### config.mk
export PLATFORM = sky130hd
export DESIGN_NAME = multicycle_control_unit
export DESIGN_NICKNAME = d
export VERILOG_FILES = /design/src/rtl/multicycle_control_unit.sv
export SDC_FILE = /design/constraint.sdc
export NUM_CORES = 1
export LEC_CHECK = 0
export ABC_AREA = 1
export BUFFER_PORTS_ARGS = -buffer_cell sky130_fd_sc_hd__buf_2
export CAP_MARGIN = 20
export CORE_ASPECT_RATIO = 1.25
export CORE_MARGIN = 2
export CORE_UTILIZATION = 48
export CTS_CLUSTER_DIAMETER = 150
export DETAILED_ROUTE_END_ITERATION = 16
export PLACE_DENSITY = 0.78
export SYNTH_ARGS = -nofsm -noshare
export SYNTH_HDL_FRONTEND = slang
export SYNTH_SLANG_ARGS = --single-unit
### constraint.sdc
create_clock -name clock -period 2.45 [get_ports clock]
set_input_delay 0.3675 -clock clock [delete_from_list [all_inputs] [get_ports clock]]
set_output_delay 0.3675 -clock clock [all_outputs]
set_load 0.005 [all_outputs]
### src/rtl/multicycle_control_unit.sv
// LEGv8 multi-cycle control unit: latches the instruction in FETCH, drives the
// decoded 30-bit control word and 64-bit constant in EXEC, finishes BL in LINK.
module multicycle_control_unit #(
  parameter int unsigned LINK_REG = 30,
  parameter int unsigned ZERO_REG = 31
) (
  input  logic        clock,
  input  logic        reset,
  input  logic [31:0] instruction,
  input  logic [4:0]  status,
  output logic [29:0] control_word,
  output logic [63:0] constant,
  output logic        halted
);

  localparam logic [4:0] LINK_IDX = 5'(LINK_REG);
  localparam logic [4:0] ZERO_IDX = 5'(ZERO_REG);

  localparam logic [1:0] PS_HOLD = 2'b00;
  localparam logic [1:0] PS_INC  = 2'b01;
  localparam logic [1:0] PS_ABS  = 2'b10;
  localparam logic [1:0] PS_REL  = 2'b11;

  localparam logic [4:0] FS_AND = 5'b00000;
  localparam logic [4:0] FS_ORR = 5'b00100;
  localparam logic [4:0] FS_ADD = 5'b01000;
  localparam logic [4:0] FS_SUB = 5'b01001;
  localparam logic [4:0] FS_EOR = 5'b01100;
  localparam logic [4:0] FS_LSL = 5'b10000;
  localparam logic [4:0] FS_LSR = 5'b10100;

  typedef enum logic [1:0] {S_FETCH, S_EXEC, S_LINK, S_HALT} state_e;

  typedef enum logic [4:0] {
    OP_ADD, OP_SUB, OP_AND, OP_ORR, OP_EOR, OP_ADDS, OP_SUBS, OP_LSL, OP_LSR,
    OP_LDUR, OP_STUR, OP_BR, OP_ADDI, OP_SUBI, OP_ANDI, OP_ORRI, OP_EORI,
    OP_ADDIS, OP_SUBIS, OP_MOVZ, OP_CBZ, OP_CBNZ, OP_BCOND, OP_B, OP_BL, OP_BAD
  } op_e;

  // Longest opcode field wins; shorter prefixes are only tried when nothing longer matched.
  function automatic op_e decode_op(input logic [31:0] ir);
    op_e op;
    case (ir[31:21])
      11'b10001011000: op = OP_ADD;
      11'b11001011000: op = OP_SUB;
      11'b10001010000: op = OP_AND;
      11'b10101010000: op = OP_ORR;
      11'b11001010000: op = OP_EOR;
      11'b10101011000: op = OP_ADDS;
      11'b11101011000: op = OP_SUBS;
      11'b11010011011: op = OP_LSL;
      11'b11010011010: op = OP_LSR;
      11'b11111000010: op = OP_LDUR;
      11'b11111000000: op = OP_STUR;
      11'b11010110000: op = OP_BR;
      default:         op = OP_BAD;
    endcase
    if (op == OP_BAD) begin
      case (ir[31:22])
        10'b1001000100: op = OP_ADDI;
        10'b1101000100: op = OP_SUBI;
        10'b1001001000: op = OP_ANDI;
        10'b1011001000: op = OP_ORRI;
        10'b1101001000: op = OP_EORI;
        10'b1011000100: op = OP_ADDIS;
        10'b1111000100: op = OP_SUBIS;
        default: ;
      endcase
    end
    if (op == OP_BAD && ir[31:23] == 9'b110100101) op = OP_MOVZ;
    if (op == OP_BAD) begin
      case (ir[31:24])
        8'b10110100: op = OP_CBZ;
        8'b10110101: op = OP_CBNZ;
        8'b01010100: op = OP_BCOND;
        default: ;
      endcase
    end
    if (op == OP_BAD) begin
      case (ir[31:26])
        6'b000101: op = OP_B;
        6'b100101: op = OP_BL;
        default: ;
      endcase
    end
    return op;
  endfunction

  function automatic logic [4:0] alu_fs(input op_e op);
    case (op)
      OP_ADD, OP_ADDS, OP_ADDI, OP_ADDIS: return FS_ADD;
      OP_SUB, OP_SUBS, OP_SUBI, OP_SUBIS: return FS_SUB;
      OP_ORR, OP_ORRI:                    return FS_ORR;
      OP_EOR, OP_EORI:                    return FS_EOR;
      OP_LSL:                             return FS_LSL;
      OP_LSR:                             return FS_LSR;
      default:                            return FS_AND;
    endcase
  endfunction

  function automatic logic sets_flags(input op_e op);
    return (op == OP_ADDS) || (op == OP_SUBS) || (op == OP_ADDIS) || (op == OP_SUBIS);
  endfunction

  // flags = {V, C, N, Z}; code 0xF behaves as AL.
  function automatic logic cond_true(input logic [3:0] code, input logic [3:0] flags);
    logic v, c, n, z;
    {v, c, n, z} = flags;
    case (code)
      4'h0:    return z;
      4'h1:    return !z;
      4'h2:    return c;
      4'h3:    return !c;
      4'h4:    return n;
      4'h5:    return !n;
      4'h6:    return v;
      4'h7:    return !v;
      4'h8:    return c && !z;
      4'h9:    return !(c && !z);
      4'hA:    return n == v;
      4'hB:    return n != v;
      4'hC:    return !z && (n == v);
      4'hD:    return !(!z && (n == v));
      default: return 1'b1;
    endcase
  endfunction

  state_e      state_q, state_d;
  logic [31:0] ir_q;
  op_e         op;

  logic        en_pc, en_mem, en_alu, pcsel, bsel, sl, wm, wr;
  logic [1:0]  ps;
  logic [4:0]  fs, sb, sa, da;
  logic [63:0] const_w;
  logic [63:0] br26_off, br19_off;

  assign op       = decode_op(ir_q);
  assign br26_off = {{36{ir_q[25]}}, ir_q[25:0], 2'b00};
  assign br19_off = {{43{ir_q[23]}}, ir_q[23:5], 2'b00};

  always_ff @(posedge clock) begin
    if (reset) begin
      state_q <= S_FETCH;
      ir_q    <= '0;
    end else begin
      state_q <= state_d;
      if (state_q == S_FETCH) ir_q <= instruction;
    end
  end

  always_comb begin
    state_d = state_q;
    case (state_q)
      S_FETCH: state_d = S_EXEC;
      S_EXEC: begin
        if (op == OP_BAD)     state_d = S_HALT;
        else if (op == OP_BL) state_d = S_LINK;
        else                  state_d = S_FETCH;
      end
      S_LINK:  state_d = S_FETCH;
      S_HALT:  state_d = S_HALT;
      default: state_d = S_FETCH;
    endcase
  end

  always_comb begin
    en_pc   = 1'b0;
    en_mem  = 1'b0;
    en_alu  = 1'b0;
    pcsel   = 1'b0;
    bsel    = 1'b0;
    sl      = 1'b0;
    wm      = 1'b0;
    wr      = 1'b0;
    ps      = PS_HOLD;
    fs      = FS_AND;
    sb      = '0;
    sa      = '0;
    da      = '0;
    const_w = '0;
    case (state_q)
      S_EXEC: begin
        ps = PS_INC;
        case (op)
          OP_ADD, OP_SUB, OP_AND, OP_ORR, OP_EOR, OP_ADDS, OP_SUBS, OP_LSL, OP_LSR: begin
            sa     = ir_q[9:5];
            sb     = ir_q[20:16];
            da     = ir_q[4:0];
            en_alu = 1'b1;
            wr     = 1'b1;
            fs     = alu_fs(op);
            sl     = sets_flags(op);
            if (op == OP_LSL || op == OP_LSR) begin
              bsel    = 1'b1;
              const_w = {58'd0, ir_q[15:10]};
            end
          end
          OP_ADDI, OP_SUBI, OP_ANDI, OP_ORRI, OP_EORI, OP_ADDIS, OP_SUBIS: begin
            sa      = ir_q[9:5];
            da      = ir_q[4:0];
            en_alu  = 1'b1;
            wr      = 1'b1;
            bsel    = 1'b1;
            fs      = alu_fs(op);
            sl      = sets_flags(op);
            const_w = {52'd0, ir_q[21:10]};
          end
          OP_MOVZ: begin
            sa      = ZERO_IDX;
            da      = ir_q[4:0];
            fs      = FS_ORR;
            bsel    = 1'b1;
            en_alu  = 1'b1;
            wr      = 1'b1;
            const_w = {48'd0, ir_q[20:5]} << {ir_q[22:21], 4'b0000};
          end
          OP_LDUR, OP_STUR: begin
            sa      = ir_q[9:5];
            fs      = FS_ADD;
            bsel    = 1'b1;
            const_w = {{55{ir_q[20]}}, ir_q[20:12]};
            if (op == OP_LDUR) begin
              en_mem = 1'b1;
              wr     = 1'b1;
              da     = ir_q[4:0];
            end else begin
              sb = ir_q[4:0];
              wm = 1'b1;
            end
          end
          OP_B: begin
            pcsel   = 1'b1;
            ps      = PS_REL;
            const_w = br26_off;
          end
          OP_CBZ, OP_CBNZ: begin
            sa      = ZERO_IDX;
            sb      = ir_q[4:0];
            fs      = FS_ORR;
            pcsel   = 1'b1;
            const_w = br19_off;
            ps      = (status[0] == (op == OP_CBZ)) ? PS_REL : PS_INC;
          end
          OP_BCOND: begin
            pcsel   = 1'b1;
            const_w = br19_off;
            ps      = cond_true(ir_q[3:0], status[4:1]) ? PS_REL : PS_INC;
          end
          OP_BR: begin
            sa = ir_q[9:5];
            ps = PS_ABS;
          end
          OP_BL: begin
            en_pc = 1'b1;
            wr    = 1'b1;
            da    = LINK_IDX;
            ps    = PS_HOLD;
          end
          default: ps = PS_HOLD;
        endcase
      end
      // Second half of BL: the return address was written in EXEC, now take the branch.
      S_LINK: begin
        pcsel   = 1'b1;
        ps      = PS_REL;
        const_w = br26_off;
      end
      default: ;
    endcase
  end

  assign control_word = {en_pc, en_mem, en_alu, pcsel, bsel, sl, wm, wr, ps, fs, sb, sa, da};
  assign constant     = const_w;
  assign halted       = (state_q == S_HALT);

endmodule

# Yosys cells after proc, flatten, opt, wreduce, memory -nomap -nowiden
# Memories as Yosys holds them, arrays and structs flattened.
# Index checks and enable logic that the tools add are counted.
classes:
  n_eq_ne: 73
  shifts: 1
  muxes: 50
  reduce_logical: 29
op_table:
  columns: ["cell", "count"]
  rows:
  - ["$pmux 64 s6", 1]
  - ["$eq 11x11->1 const B", 12]
  - ["$pmux 64 s2", 1]
  - ["$eq 10x10->1 const B", 7]
  - ["$eq 5x5->1 const B", 14]
  - ["$shl 16x6->64", 1]
  - ["$pmux 5 s12", 1]
  - ["$mux 5", 10]
  - ["$pmux 5 s3", 3]
  - ["$eq 5x4->1 const B", 8]
  - ["$reduce_or 19->1", 2]
  - ["$pmux 5 s7", 1]
  - ["$eq 4x4->1 const B", 6]
  - ["$eq 5x3->1 const B", 4]
  - ["$pmux 5 s2", 2]
  - ["$pmux 5 s4", 1]
  - ["$mux 1", 18]
  - ["$reduce_or 18->1", 1]
  - ["$reduce_or 17->1", 1]
  - ["$eq 4x3->1 const B", 4]
  - ["$eq 8x8->1 const B", 2]
  - ["$reduce_or 16->1", 1]
  - ["$pmux 1 s14", 1]
  - ["$eq 5x2->1 const B", 2]
  - ["other kinds (29)", 49]
word_totals:
  regBits: 34
  mem_bits_ro: 256
  in_bits: 39
  output_inout_bits: 95
  word_cells: 157
  mem_count: 2
memory_table:
  columns: ["memory", "depth", "width", "rd", "rd_ports_with_merged_regs", "write_ports", "line_no", "rtl"]
  rows:
  - ["(no name shown)", 32, 4, 1, 0, 0, "90", "case (op)"]
  - ["(no name shown)", 32, 4, 1, 0, 0, "90", null]

# Longest topological paths before layout
# Gate-level depths: netlist of the first run.
depth:
  depth_word: 17
  ltp_mapped: 20
  depth_no_buf: 19

# Least setup slack after synthesis of the first run
# Ideal clock, no wire load.
synth_path:
  path_type: "reg-to-output"
  startpoint: "register ir_q[25]"
  endpoint: "output port control_word[25]"
  t_arrival_ns: 1.978
  required_time_ns: 2.082
  path_slack_ns: 0.105
  path_stages_with_launch: 18
  path_buffers: 2
  path_cell_list: "dfxtp_1 buf_6 inv_2 nand2_1 nor2_4 nor3b_4 nor2_4 nand2_4 nand2_1 nand3_1 nor2_2 nand2_1 nand2_1 nand2_2 nand2_2 o31ai_1 inv_1 buf_4"
synth_via:
  elab_chain_len: 16
  elab_cells_between_ends: 61
  classes_between: "eq/ne: 45; mux: 11; reduce/logical: 5"
synth_rtl:
  columns: ["element", "line_no", "rtl"]
  rows:
  - ["from (decl)", "129", "logic [31:0] ir_q;"]
  - ["from (signal assigned)", "148", "if (state_q == S_FETCH) ir_q <= instruction;"]
  - ["$eq 11x11->1", "43", "case (ir[31:21])"]
  - ["$pmux 5 s12", "43", null]
  - ["$pmux 5 s7 or $eq 5x5->1 (tied branches)", "59, 58", null]
  - ["$mux 5", "58", "if (op == OP_BAD) begin"]
  - ["$eq 5x5->1", "70", "if (op == OP_BAD && ir[31:23] == 9'b110100101) op = OP_MOVZ;"]
  - ["$logic_and 1x1->1", "70", null]
  - ["$mux 5", "70", null]
  - ["$eq 5x5->1 or $pmux 5 s3 (tied branches)", "71, 72", null]
  - ["$mux 5 (*)", "71", "if (op == OP_BAD) begin"]
  - ["$eq 5x5->1 or $pmux 5 s2 (tied branches)", "79, 80", null]
  - ["$mux 5 (*)", "79", "if (op == OP_BAD) begin"]
  - ["branches (longest 3 deep; another with $reduce_or 10->1)", null, null]
  - ["$pmux 1 s2 (*)", "185", "case (op)"]
  - ["$mux 1 (*)", "182", "case (state_q)"]
  - ["to (decl)", "11", "output logic [29:0] control_word,"]
# Mark *: on every way between the ends.

# Final worst setup path of the first run
layout_path:
  startpoint: "register ir_q[22]"
  endpoint: "output port constant[56]"
layout_via:
  elab_chain_len: 15
  elab_cells_between_ends: 62
  classes_between: "eq/ne: 45; shift: 1; mux: 10; reduce/logical: 6"
layout_rtl:
  columns: ["element", "line_no", "rtl"]
  rows:
  - ["$eq 11x11->1", "43", null]
  - ["$pmux 5 s12", "43", null]
  - ["$pmux 5 s7 or $eq 5x5->1 (tied branches)", "59, 58", null]
  - ["$mux 5", "58", null]
  - ["$eq 5x5->1", "70", null]
  - ["$logic_and 1x1->1", "70", null]
  - ["$mux 5", "70", null]
  - ["$eq 5x5->1 or $pmux 5 s3 (tied branches)", "71, 72", null]
  - ["$mux 5", "71", null]
  - ["$eq 5x5->1 or $pmux 5 s2 (tied branches)", "79, 80", null]
  - ["$mux 5", "79", null]
  - ["$eq 5x3->1, or another cell as far along", "185", null]
  - ["$reduce_or 9->1, or another cell as far along", null, null]
  - ["$pmux 64 s6 (*)", "185", null]
  - ["$pmux 64 s2 (*)", "182", null]
  - ["to (decl)", "12", "output logic [63:0] constant,"]
# Every way passes the cells marked *; elsewhere a longest branch is shown, timed or not.

==> metrics.txt, run 1 <==
setup ws final -0.523 ns; Core Region 0.00908 mm^2; top_reg_cell synth dfxtp_1; layout cells sized above 1 51.4%; worst-margin pin slew 0.799 ns; via/cell ratio 6.36; Tcrit/Tclk final 121%; Routed WL 23200 um; global-route usage over all layers 40.6%; status finished with violations; Max VDD drop 0.000355 V; synthesized netlist cell count 735; DP Area 0.00601 mm^2; final instance area 0.00738 mm^2; Sw Ratio 46.3%; CP arrival 2.61 ns; largest net degree at the start of global routing 65; Fin. Hold Viols 0; Placement Rows 39; WP data required 2.08 ns; post-synthesis sequential area ratio 15.3%; Syn. warnings 0; initial core utilization 49.0%; final setup violating endpoints 88; Rel. slew slack 46.7%; Max Clock Skew 0.00566 ns; Wirelength per Cell 20.8 um; CTS sink count 34; syn nets 779; CTS buffer count 5; fillcell total 622; internal power 1.54 mW; post-route antenna net violation count 0; via count 7094; number of synthesized flops with an enable pin 0; vias in the first global route 6431; Max Slew Vio Count 0; # IOs 134; Synth Register Bits 34; Post-synth ARST share 0%; Crit Path Category register to primary output; DRC 0; clk slew on worst S/H paths 0.07 ns; Fmax 336 MHz; Synth cell types 57; Post-Place Setup Slack -0.192 ns; Layout area overhead 65.7%; combinational share of power 47.5%; grt total ovfl 0; die height 112 um; Die Wd 90.1 um; RSZ-0062 raised after global routing true; startpoint type of the worst setup path register; post-synthesis cell area 0.00445 mm^2; fin nets 1035; H-tree lvl count 2; Final min period 2.97 ns; leak pwr 3.50 nW; share of the synthesized area in the top cell type 15.3%; Flop pwr share 28.9%; cell taking the most area after synthesis dfxtp_1; failing checks negative setup slack; dpl hpwl 15200 um; gpl congestion 1.03; Pre-antenna DRT Iters 5; worst skew pair latency 0.29 ns; clock tree buffer depth 2; most frequent cells in the layout 143 x buf_4, 132 x buf_2, 68 x a21oi_1, 67 x nand2_1, 59 x nor2_1; n_diodes 0; Clock Root Buffer clkbuf_16; Crit. End Element primary output; hold-fix buffer count after cts 0; switching power of the nets 1.33 mW; first-pass GRT wire length 32900 um; Hold Path Class primary input to register; most common cell after layout, fill and taps aside buf_4; die area 0.0101 mm^2; DRT iter0 DRCs 777; max-cap violations 0; syn avg cell area 6.06 um^2; CTS tree done; Clock Power Share 23.5%; initial antenna violation count 0; power per cell area 388 mW/mm^2; I/O Buffers 132; CP max FO 7; main area contributors after synthesis dfxtp_1 15%, a21oi_1 8.9%, nand2_1 7.8%, o21ai_0 6.7%, nor2_1 6.2%
power by group through the flow:
stage	logic [mW]	registers (mW)	clock network, mW
finish	1.36	0.829	0.674
floorplan	0.667	0.719	0
CTS	1.21	0.800	0.660
global placement	1.06	0.786	0
global route	1.44	0.833	0.689
detailed placement	1.08	0.790	0
timing repair:
action / CTS / global route
resized for setup: 119 / 95
pin swaps: 38 / 27
endpoints found under the setup margin: 90 / 90
setup buffers: 25 / 8
cloned: 2 / 9
endpoints found under the hold margin: 0 / 0
synthesized netlist by cell type (all sizes together) (4+ instances only):
cell type / number
nand4: 15
inv: 79
buf: 34
o21ai: 98
clkbuf: 24
nand3: 43
nand2: 105
a2111oi: 4
o211ai: 5
a221oi: 9
dfxtp: 34
nor3: 27
a211oi: 4
ha: 5
o22ai: 27
nor2: 91
a21oi: 79
a31oi: 18
cells by family (layout without fill, tap and decap cells):
| kind of cell | Yosys count | count (layout) | share of synthesized area, % |
|---|---|---|---|
| and+or+nand+nor | 288 | 288 | 33.1 |
| buffers and inverters | 140 | 397 | 14.8 |
| other | 1 | 1 | 0.0842 |
| adders and majority gates | 5 | 5 | 1.41 |
| xor gates and xnor gates | 3 | 3 | 0.590 |
| AOI/OAI and AO/OA | 264 | 264 | 34.7 |
| DFF | 34 | 34 | 15.3 |
state kept, by name, indices dropped and copies added (netlist names):
signal,flops
ir_q,32
state_q,2
through the flow:
step	power [mW]	std cells	TNS (ns)	hold WS (ns)	util, %
6_report	2.86	1115	-38.71	0.324	81.3
3_3_place_gp	1.85	1069	-6.19	0.560	66.2
3_5_place_dp	1.87	1069	-9.78	0.562	66.2
4_1_cts	2.67	1102	-26.34	0.326	74.7
5_1_grt	2.96	1115	-47.05	0.344	81.3
2_1_floorplan	1.39	735	0	0.486	-
worst max-delay path: stages (launching register included):
cell	delay, ns
dfxtp_4	0.38
buf_6	0.11
nor2_4	0.04
nand2_2	0.12
inv_6	0.08
nand3_4	0.08
buf_6	0.11
inv_4	0.03
nor4_2	0.28
buf_4	0.20
nand2_4	0.07
o21ai_4	0.21
buf_12	0.18
clkbuf_16	0.15
o21ai_1	0.10
buf_2	0.17
cell type report:
| class | instances | area, um^2 | area share [%] |
|---|---|---|---|
| clock buffer | 5 | 125 | 1.70 |
| inverter | 82 | 362 | 4.90 |
| clock inverter | 3 | 21.3 | 0.288 |
| timing repair buffer | 307 | 2290 | 31.0 |
| sequential | 34 | 718 | 9.74 |
| tap | 123 | 154 | 2.09 |
| multi-input combinational | 561 | 3710 | 50.3 |
path summary, 6_finish.rpt:
kind	from	end	slack [ns]	cells after the start
max reg2reg	ir_q[22]	state_q[0]	0.26	17
max	ir_q[22]	constant[56]	-0.52	15
min	reset	state_q[1]	0.32	3
min reg2reg	ir_q[15]	ir_q[15]	0.61	2
routing by layer:
| metal | up-vias | GRT usage (%) | part of all wire, % |
|---|---|---|---|
| met5 | - | 0 | 0 |
| met4 | 0 | 30.7 | 9.3 |
| li1 | 3084 | - | - |
| met2 | 571 | 70.2 | 47 |
| met1 | 3235 | 44.8 | 35 |
| met3 | 204 | 5.82 | 8.9 |
(Power assumes the default switching activity.)
==> run 2, diff against run 1 <==
--- a/config.mk
+++ b/config.mk
@@ -5,15 +5,15 @@
 export SDC_FILE = /design/constraint.sdc
 export NUM_CORES = 1
 export LEC_CHECK = 0
-export ABC_AREA = 1
 export BUFFER_PORTS_ARGS = -buffer_cell sky130_fd_sc_hd__buf_2
 export CAP_MARGIN = 20
 export CORE_ASPECT_RATIO = 1.25
 export CORE_MARGIN = 2
 export CORE_UTILIZATION = 48
+export CTS_BUF_LIST = sky130_fd_sc_hd__clkbuf_4 sky130_fd_sc_hd__clkbuf_8
 export CTS_CLUSTER_DIAMETER = 150
 export DETAILED_ROUTE_END_ITERATION = 16
-export PLACE_DENSITY = 0.78
+export PLACE_DENSITY = 0.8
 export SYNTH_ARGS = -nofsm -noshare
 export SYNTH_HDL_FRONTEND = slang
 export SYNTH_SLANG_ARGS = --single-unit
==> metrics.txt, run 2 <==
Pre-antenna DRT Iters 8 (was 5); Synth Register Bits 34 (unchanged); compound-cell area share of the yosys netlist 34.9% (was 34.7%); synthesized netlist cell count 611 (was 735); largest net degree at the start of global routing 60 (was 65); status finished with violations (unchanged); Post-Place Setup Slack -0.636 ns (was -0.192 ns); final setup violating endpoints 90 (was 88); Layout area overhead 68.1% (was 65.7%); mux cell area share after synthesis 8.95% (was 0%); HP Start instruction[13] (was reset); CTS tree done (unchanged); clock tree buffer depth 2 (unchanged); CP arrival 2.88 ns (was 2.61 ns); # IOs 134 (unchanged); largest family of logic cells by synthesized area compound AO/OA/AOI/OAI gates (unchanged); grt total ovfl 0 (unchanged); Placement Rows 37 (was 39); global-route usage over all layers 40.7% (was 40.6%); initial antenna violation count 0 (unchanged); critical path's slowest cell or4b_4 (was dfxtp_4); post-synthesis sequential area ratio 16.8% (was 15.3%); R2R Path End state_q[0] (unchanged); most flop-heavy register ir_q (unchanged); Clock Root Buffer clkbuf_8 (was clkbuf_16); dpl hpwl 13100 um (was 15200 um); Max Clock Skew 0.00609 ns (was 0.00566 ns); top flop regs ir_q: 32 flops, state_q: 2 flops (unchanged); Syn. warnings 0 (unchanged); startpoint type of the worst setup path register (unchanged); via count 6193 (was 7094); n_diodes 0 (unchanged); Post-Synth XOR/XNOR Area 1.30% (was 0.590%); Routed WL 20500 um (was 23200 um); Die Wd 86.1 um (was 90.1 um); Fin. Hold Viols 0 (unchanged); most frequent cells in the layout 133 x buf_2, 121 x buf_4, 59 x a21oi_1, 58 x nor2_1 (was 143 x buf_4, 132 x buf_2, 68 x a21oi_1, 67 x nand2_1, 59 x nor2_1); leak pwr 3.11 nW (was 3.50 nW); Hold Path Class primary input to register (unchanged); I/O Buffers 132 (unchanged); cell taking the most area after synthesis dfxtp_1 (unchanged); syn nets 655 (was 779); worst-margin pin slew 0.726 ns (was 0.799 ns); die height 107 um (was 112 um); cell chain of the critical path or4b_4 > a2111oi_4 > nor3_2 > o21a_2 > o31ai_4 > buf_4 > nor4bb_4 > a21oi_1 > buf_2 (was buf_6 > nor2_4 > nand2_2 > inv_6 > nand3_4 > buf_6 > inv_4 > nor4_2 > buf_4 > nand2_4 > o21ai_4 > buf_12 > clkbuf_16 > o21ai_1 > buf_2); H-tree lvl count 2 (unchanged); Max VDD drop 0.000425 V (was 0.000355 V); via/cell ratio 6.60 (was 6.36); power per cell area 349 mW/mm^2 (was 388 mW/mm^2); hold depth 3 (unchanged); Crit Path Category register to primary output (unchanged); syn avg cell area 6.61 um^2 (was 6.06 um^2); clk slew on worst S/H paths 0.09 ns (was 0.07 ns); final instance area 0.00679 mm^2 (was 0.00738 mm^2); die area 0.00917 mm^2 (was 0.0101 mm^2); post-synthesis cell area 0.00404 mm^2 (was 0.00445 mm^2); number of synthesized flops with an enable pin 0 (unchanged); share of the synthesized area in the top cell type 16.8% (was 15.3%); worst flop-to-flop path startpoint ir_q[22] (unchanged); adder-cell share of the synthesized area 1.55% (was 1.41%); vias in the first global route 5715 (was 6431); Post-synth ARST share 0% (unchanged); initial core utilization 49.3% (was 49.0%); Met1 Wirelength 7270 um (was 8180 um); fin nets 885 (was 1035); top_reg_cell synth dfxtp_1 (unchanged); total power 2.37 mW (was 2.86 mW); DR top layer met4 (unchanged); Post-synth top cells 83 x a21oi_1, 77 x o21ai_0, 64 x nor2_1, 59 x nand2_1, 56 x clkbuf_1 (was 93 x nand2_1, 79 x a21oi_1, 74 x nor2_1, 60 x o21ai_0, 55 x inv_1); Core Region 0.00819 mm^2 (was 0.00908 mm^2); Rel. slew slack 51.6% (was 46.7%); failing checks negative setup slack (unchanged); setup ws final -0.795 ns (was -0.523 ns); main area contributors after synthesis dfxtp_1 17%, a21oi_1 10%, o21ai_0 9.5%, mux2i_1 8.7%, nor2_1 5.9% (was dfxtp_1 15%, a21oi_1 8.9%, nand2_1 7.8%, o21ai_0 6.7%, nor2_1 6.2%); DP Area 0.00549 mm^2 (was 0.00601 mm^2); simple-gate share of the synthesized area 27.1% (was 33.1%); RSZ-0062 raised after global routing true (unchanged); most numerous cell in the Yosys netlist a21oi_1 (was nand2_1); reg2reg setup slack 0.07 ns (was 0.26 ns); Final min period 3.25 ns (was 2.97 ns); slowest stage delay, CP 0.56 ns (was 0.38 ns); Worst Path Buf+Inv 2 (was 8); Tcrit/Tclk final 132% (was 121%); Crit. End Element primary output (unchanged); Fmax 308 MHz (was 336 MHz); worst skew pair latency 0.30 ns (was 0.29 ns); worst hold endpoint ir_q[13] (was state_q[1]); DRC 0 (unchanged); first-pass GRT wire length 29600 um (was 32900 um); CP max FO 5 (was 7); CTS sink count 34 (unchanged); worst r2r path cells 8 (was 17); gpl congestion 0.930 (was 1.03); Synth cell types 68 (was 57); max-cap violations 0 (unchanged); met2 routed WL 10000 um (was 10800 um); most common cell after layout, fill and taps aside buf_2 (was buf_4); hold-fix buffer count after cts 0 (unchanged); crit-path leading delay family compound AO/OA/AOI/OAI gates (was buffers and inverters); fillcell total 518 (was 622); layout cells sized above 1 50.4% (was 51.4%); max reg flops 32 (unchanged); WP data required 2.08 ns (about the same); Max Slew Vio Count 0 (unchanged); CTS buffer count 5 (unchanged); post-route antenna net violation count 0 (unchanged); Wirelength per Cell 21.9 um (was 20.8 um); met3 WL post-DR 1800 um (was 2060 um); DRT iter0 DRCs 641 (was 777)
-- run 2: changes by cell type after synthesis, sizes merged, moves of 15 or more --
cell | before | now
mux2i | 0 | 35
clkbuf | 24 | 56
nand3 | 43 | 4
nor3 | 27 | 11
nor2 | 91 | 64
a31oi | 18 | 3
o22ai | 27 | 3
inv | 79 | 7
nand2 | 105 | 59
o21ai | 98 | 81
-- run 2: per-layer routing --
layer / track usage, % / vias up
li1: - / 2678
met4: 23.8 / 0
met5: 0 / -
met1: 47.6 / 2860
met3: 6.31 / 146
met2: 69.5 / 509
-- run 2: tightest hold or removal path, stage by stage --
cell and delay (ns):
buf_2 0.08, mux2i_1 0.05, nor2_1 0.07
-- run 2: power breakdown --
part	switching [mW]	internal, mW	total [mW]	leakage (nW)
clock network	0.252	0.408	0.661	0.0683
registers	0.154	0.611	0.766	0.287
logic	0.509	0.433	0.942	2.75
-- run 2: worst max-delay path by stage --
stage	endpoint	cells past startpoint	from	slack, ns
after floorplan	control_word[27]	8	ir_q[22]	-0.25
after global placement	control_word[2]	10	ir_q[24]	-0.65
after detailed placement	control_word[7]	9	ir_q[24]	-0.64
after CTS	control_word[1]	9	ir_q[22]	-0.70
after global routing	control_word[1]	9	ir_q[22]	-0.83
final	control_word[1]	9	ir_q[22]	-0.80
-- run 2: cell type report --
cell class,count,area (um^2),area share (%)
clock buffers,5,68.8,1.01
multi-input cells,491,3580,52.8
flip-flops and latches,34,708,10.4
repair buffers,302,2220,32.6
well taps,97,121,1.79
clock inverters,3,68.8,1.01
inverters,7,26.3,0.387
-- run 2: what timing repair did --
action,in CTS,in global routing
buffers inserted,32,20
setup endpoints to repair,93,92
pin swaps,32,40
gates cloned,5,0
hold endpoints to repair,0,0
resized for setup,174,66
-- run 2: cell families after synthesis --
logic type | after synthesis
muxes | 36
adders and majority gates | 5
and+or+nand+nor | 212
other | 1
DFF | 34
AOI/OAI and AO/OA | 231
xor gates and xnor gates | 6
buffers and inverters | 86
-- run 2: through the flow --
| step | hold slack [ns] | cells | TNS, ns | utilization, % |
|---|---|---|---|---|
| 2_1_floorplan | 0.502 | 611 | -3.33 | - |
| 3_3_place_gp | 0.560 | 884 | -23.61 | 67.0 |
| 3_5_place_dp | 0.574 | 884 | -26.92 | 67.0 |
| 4_1_cts | 0.299 | 927 | -35.98 | 78.7 |
| 5_1_grt | 0.314 | 939 | -49.04 | 82.9 |
| 6_report | 0.301 | 939 | -44.67 | 82.9 |
